$ cat config.mk
export PLATFORM = sky130hd
export DESIGN_NAME = uart_tx_tick
export DESIGN_NICKNAME = d
export VERILOG_FILES = /design/src/rtl/uart_tx_tick.sv
export SDC_FILE = /design/constraint.sdc
export NUM_CORES = 1
export LEC_CHECK = 0
export CAP_MARGIN = 20
export CORE_MARGIN = 3
export CORE_UTILIZATION = 25
export DETAILED_ROUTE_END_ITERATION = 8
export GPL_TIMING_DRIVEN = 0
export SYNTH_ARGS = -nofsm -noshare
export SYNTH_HDL_FRONTEND = slang
export SYNTH_SLANG_ARGS = --single-unit
$ cat constraint.sdc
create_clock -name clock -period 2.6 [get_ports clock]
set_clock_uncertainty 0.2 [all_clocks]
set_input_delay 0.52 -clock clock [delete_from_list [all_inputs] [get_ports clock]]
set_output_delay 0.52 -clock clock [all_outputs]
set_load 0.02 [all_outputs]
$ cat src/rtl/uart_tx_tick.sv
// uart_tx_tick: tick-paced UART transmitter (start, NB_DATA bits LSB first, stop).
// Define UART_TX_PARITY_EN to insert an even-parity bit between data and stop.
module uart_tx_tick #(
   parameter int NB_DATA = 8,
   parameter int OVS     = 16
) (
   input  logic               clock,
   input  logic               i_reset,
   input  logic               i_tick,
   input  logic               i_tx_start,
   input  logic [NB_DATA-1:0] i_data,
   output logic               o_tx,
   output logic               o_busy,
   output logic               o_tx_done
);

   localparam int TICK_W = $clog2(OVS);
   localparam int BIT_W  = $clog2(NB_DATA);
   localparam logic [TICK_W-1:0] TICK_LAST = TICK_W'(OVS - 1);
   localparam logic [BIT_W-1:0]  BIT_LAST  = BIT_W'(NB_DATA - 1);

   typedef enum logic [2:0] {
      ST_IDLE   = 3'd0,
      ST_START  = 3'd1,
      ST_DATA   = 3'd2,
`ifdef UART_TX_PARITY_EN
      ST_PARITY = 3'd4,
`endif
      ST_STOP   = 3'd3
   } state_t;

`ifdef UART_TX_PARITY_EN
   function automatic logic even_parity(input logic [NB_DATA-1:0] d);
      return ^d;
   endfunction
`endif

   state_t               state_r;
   state_t               state_nxt_s;
   logic [TICK_W-1:0]    tick_cnt_r;
   logic [TICK_W-1:0]    tick_cnt_nxt_s;
   logic [BIT_W-1:0]     bit_cnt_r;
   logic [BIT_W-1:0]     bit_cnt_nxt_s;
   logic [NB_DATA-1:0]   shift_r;
   logic [NB_DATA-1:0]   shift_nxt_s;
`ifdef UART_TX_PARITY_EN
   logic                 parity_r;
   logic                 parity_nxt_s;
`endif
   logic                 bit_end_s;
   logic                 tx_nxt_s;
   logic                 busy_nxt_s;
   logic                 done_nxt_s;

   // A bit ends on the clock that carries its OVS-th tick.
   assign bit_end_s = i_tick && (tick_cnt_r == TICK_LAST);

   // State and datapath registers.
   always_ff @(posedge clock) begin
      if (i_reset) begin
         state_r    <= ST_IDLE;
         tick_cnt_r <= {TICK_W{1'b0}};
         bit_cnt_r  <= {BIT_W{1'b0}};
         shift_r    <= {NB_DATA{1'b0}};
`ifdef UART_TX_PARITY_EN
         parity_r   <= 1'b0;
`endif
      end else begin
         state_r    <= state_nxt_s;
         tick_cnt_r <= tick_cnt_nxt_s;
         bit_cnt_r  <= bit_cnt_nxt_s;
         shift_r    <= shift_nxt_s;
`ifdef UART_TX_PARITY_EN
         parity_r   <= parity_nxt_s;
`endif
      end
   end

   // Next-state, tick counter, bit counter and shift register.
   always_comb begin
      state_nxt_s   = state_r;
      bit_cnt_nxt_s = bit_cnt_r;
      shift_nxt_s   = shift_r;
`ifdef UART_TX_PARITY_EN
      parity_nxt_s  = parity_r;
`endif

      if (state_r == ST_IDLE) begin
         tick_cnt_nxt_s = {TICK_W{1'b0}};
      end else if (bit_end_s) begin
         tick_cnt_nxt_s = {TICK_W{1'b0}};
      end else if (i_tick) begin
         tick_cnt_nxt_s = tick_cnt_r + TICK_W'(1);
      end else begin
         tick_cnt_nxt_s = tick_cnt_r;
      end

      case (state_r)
         ST_IDLE: begin
            if (i_tx_start) begin
               state_nxt_s   = ST_START;
               shift_nxt_s   = i_data;
               bit_cnt_nxt_s = {BIT_W{1'b0}};
`ifdef UART_TX_PARITY_EN
               parity_nxt_s  = even_parity(i_data);
`endif
            end else begin
               state_nxt_s = ST_IDLE;
            end
         end
         ST_START: begin
            if (bit_end_s) begin
               state_nxt_s   = ST_DATA;
               bit_cnt_nxt_s = {BIT_W{1'b0}};
            end else begin
               state_nxt_s = ST_START;
            end
         end
         ST_DATA: begin
            if (bit_end_s) begin
               shift_nxt_s = {1'b0, shift_r[NB_DATA-1:1]};
               if (bit_cnt_r == BIT_LAST) begin
                  bit_cnt_nxt_s = {BIT_W{1'b0}};
`ifdef UART_TX_PARITY_EN
                  state_nxt_s   = ST_PARITY;
`else
                  state_nxt_s   = ST_STOP;
`endif
               end else begin
                  bit_cnt_nxt_s = bit_cnt_r + BIT_W'(1);
               end
            end else begin
               state_nxt_s = ST_DATA;
            end
         end
`ifdef UART_TX_PARITY_EN
         ST_PARITY: begin
            if (bit_end_s) begin
               state_nxt_s = ST_STOP;
            end else begin
               state_nxt_s = ST_PARITY;
            end
         end
`endif
         ST_STOP: begin
            if (bit_end_s) begin
               state_nxt_s = ST_IDLE;
            end else begin
               state_nxt_s = ST_STOP;
            end
         end
         default: begin
            state_nxt_s    = ST_IDLE;
            bit_cnt_nxt_s  = {BIT_W{1'b0}};
            shift_nxt_s    = {NB_DATA{1'b0}};
         end
      endcase
   end

   // Outputs are decoded from the next state so the registered line changes with the state.
   always_comb begin
      busy_nxt_s = (state_nxt_s != ST_IDLE);
      done_nxt_s = (state_r == ST_STOP) && (state_nxt_s == ST_IDLE);
      case (state_nxt_s)
         ST_IDLE:   tx_nxt_s = 1'b1;
         ST_START:  tx_nxt_s = 1'b0;
         ST_DATA:   tx_nxt_s = shift_nxt_s[0];
`ifdef UART_TX_PARITY_EN
         ST_PARITY: tx_nxt_s = parity_r;
`endif
         ST_STOP:   tx_nxt_s = 1'b1;
         default:   tx_nxt_s = 1'b1;
      endcase
   end

   // Output registers.
   always_ff @(posedge clock) begin
      if (i_reset) begin
         o_tx      <= 1'b1;
         o_busy    <= 1'b0;
         o_tx_done <= 1'b0;
      end else begin
         o_tx      <= tx_nxt_s;
         o_busy    <= busy_nxt_s;
         o_tx_done <= done_nxt_s;
      end
   end

endmodule

==> summary.md <==
| Metric | Value |
|---|---|
| H-tree Lvls | `1` |
| Max Root-Sink Buffers | `2` |
| Core region area | `between 3000 and 4000 sq um` |
| Cells after Synth | `about 110` |
| Syn nets | `121` |
| Synth Area in Compound Gates | `0.2243` |
| Hold WC Path Type | `flip-flop to flip-flop` |
| Post-route ant nets | `0` |
| Crit end category | `flip-flop` |
| Outcome | `finished, final reports clean` |
| Post-synth top area share | `0.4259` |
| Logic gate share of total power | `0.095` |
| Setup violators final | `0` |
| Cts repair resizes | `0` |
| WL met3 | `113 um` |
| Cts hold-fix bufs | `0` |
| Port Buffers | `14` |
| Netlist Area Pre-Place | `987.2 sq um` |
| Synth Flop Type | `dfxtp_1` |
| IR drop worst, VDD | `approximately 320 uV` |
| WP data arrival | `2.19 ns` |
| Number of global-route vias before repair | `841` |
| WP data required | `2.55 ns` |
| CTS Buf Count | `3` |
| Fin crit period | `2.239 ns` |
| Met2 WL post-DR | `963 um` |
| Synth area leaders | `dfxtp_1 43%, o2bb2ai_1 5.3%, a22oi_1 4.6%` |
| TNS Setup | `0 ns` |
| P_leak | `0.4285 nW` |
| Initial antenna violation count | `0` |
| Row cnt | `22` |
| Post-synth EDFFs | `0` |
| DP HPWL | `about 1.6 mm` |
| YS warnings | `0` |
| Post-CTS Repair Setup Buffers | `0` |
| CTS tree | `built` |
| WL final | `approximately 2.1 mm` |
| Root Driver | `clkbuf_8` |
| DRC Markers | `0` |
| Die W | `68.84 um` |
| DIE AREA | `about 4700 sq um` |
| Layout Nets | `140` |
| Finished Layout Cells | `approximately 170` |
| GR Overflow Total | `0` |
| Pwr Density | `a little under 500 nW/um^2` |
| Synth top cells by count | `21 x dfxtp_1, 8 x nor2_1, 7 x a21oi_1, 7 x nand2_1` |
| Chip Height | `68.84 um` |
| Ys async rst share | `0` |
| Max_cap viols | `0` |
| Multi-input logic area | `525.5 sq um` |
| Library cells used by synthesis | `37` |
| Storage cell area | `roughly 420 sq um` |
| Post-synthesis xor/xnor area fraction | `0.02662` |
| Final Core Density | `0.3295` |
| ANT cells | `0` |
| First-pass GRT wire length | `approximately 3.7 mm` |
| Post-Synth Simple-Gate Area | `0.2041` |
| Largest net degree at the start of global routing | `13` |
| Register area share after synthesis | `0.4259` |
| Clk slew on worst S/H paths | `0.08 ns` |
| P_sw | `0.0001444 W` |
| Clk sinks | `21` |
| Via count | `831` |
| Num ports | `15` |
| Main combinational cell family by area after synthesis | `compound AO/OA/AOI/OAI gates` |
| CP Launch Type | `input port` |
| Routed WL per cell | `12.47 um` |
| Routability cong. | `0.7921` |
| Leading area contributor after synthesis | `dfxtp_1` |
| Clk pwr share | `0.355` |
| # fillers | `418` |
| Final Instance Area | `1234 sq um` |
| Total power | `0.0006118 W` |
| Critical Path Fanout Max | `10` |
| Unrepaired setup endpoints after global routing | `no` |
| Synth-to-Final Area Change | `24.97%` |
| Most frequent cell after synthesis | `dfxtp_1` |
| Multiplexer share of the synthesized area | `0.03549` |
| Sw frac | `0.2361` |
| Mean post-synth cell area | `~9.3 sq um` |
| Initial Util | `0.2637` |
| Hold Fails Final Rpt | `0` |
| Top sig layer | `met4` |
| Drt pass-1 iters | `4` |
| GRT Total Usage | `0.1047` |
| Routed metal-1 wirelength | `approximately 1.0 mm` |
| Clk Latency, worst-skew pair | `between 0.2 and 0.3 ns` |
| Seq cells post-synth | `21` |
| Fmax | `~450 MHz` |
| Final Cycle Share | `0.8612` |
| Synth Area in Adders | `0.03802` |
| DP Cell Count | `168` |
| Post-DP Area | `1187 sq um` |
| CP Class | `input port to flip-flop` |
| Sequential Power Share | `0.550` |
| Slew Limit Fails | `0` |
| Int Pwr | `0.0004674 W` |
| Vias per cell | `~4.8` |
| Share of cells above drive strength 1 | `0.08065` |
| Drt initial violations | `36` |
[metrics by stage]
step	hold slack, ns	worst slack (ns)
after floorplan	0.2247	0.7987
after global placement	0.2491	0.1134
after detailed placement	0.2515	0.07613
after CTS	0.2722	0.3528
after global routing	0.2843	0.2710
final	0.2736	0.3609
[worst max-delay path, stage by stage]
cell and delay (ns):
clkdlybuf4s50_1 0.61, and4_1 0.24, buf_6 0.14, mux2_4 0.31, a221oi_2 0.27, o21ai_1 0.10
[per-layer routing]
layer,vias to the layer above,track usage
met5,-,0
met4,0,0.03406
met3,4,0.03566
met2,16,0.1679
met1,381,0.1312
li1,430,-
[flip-flops by register name (all words and copies together), names as in the netlist]
name,flops
bit_cnt_r,3
tick_cnt_r,4
o_busy,1
shift_r,8
o_tx,1
o_tx_done,1
state_r,3
[worst paths after layout]
kind                                                  from                 endpoint  slack [ns]  cells after the start
worst min-delay path               shift_r[2]$_SDFFE_PP0P_  shift_r[2]$_SDFFE_PP0P_        0.27                      1
worst max register to register  tick_cnt_r[0]$_SDFFE_PP0P_          o_tx$_SDFF_PP1_        0.67                      6
worst max-delay path                                i_tick          o_tx$_SDFF_PP1_        0.36                      6
worst min register to register     shift_r[2]$_SDFFE_PP0P_  shift_r[2]$_SDFFE_PP0P_        0.27                      1
[area by class of cell]
| type | instances | area share |
|---|---|---|
| buffer | 6 | 0.02738 |
| inverter | 2 | 0.006085 |
| timing repair buffer | 14 | 0.1136 |
| tap | 48 | 0.04868 |
| sequential | 21 | 0.3408 |
| clock buffer | 3 | 0.03347 |
| multi-input combinational | 77 | 0.4260 |
| clock inverter | 1 | 0.004057 |
[placed cells by master, fill, tap and decap left out, types with 4 or more instances in the layout]
cell type / count
a21oi_1: 7
a22oi_1: 6
clkbuf_1: 4
clkdlybuf4s50_1: 14
dfxtp_1: 21
nand2_1: 7
nor2_1: 8
nor2b_1: 4
nor3_1: 5
o2bb2ai_1: 6
[power by group through the flow]
stage	logic (W)	registers (W)	clock network [W]
4_1_cts	0.0000588	0.000336	0.000226
5_1_grt	0.0000655	0.000338	0.000238
3_3_place_gp	0.0000573	0.000343	0
2_1_floorplan	0.0000280	0.000344	0
3_5_place_dp	0.0000586	0.000344	0
6_report	0.0000583	0.000336	0.000217
[kinds of logic (layout without fill, tap and decap cells)]
kind of cell | count (synthesis) | count (layout)
fa+ha+maj | 3 | 3
xor+xnor | 3 | 3
other cells | 1 | 1
mux | 3 | 3
simple gates | 37 | 37
compound gates | 30 | 30
buf+inv | 8 | 26
flops | 21 | 21
Note: power is estimated with default switching activity, not from simulation.
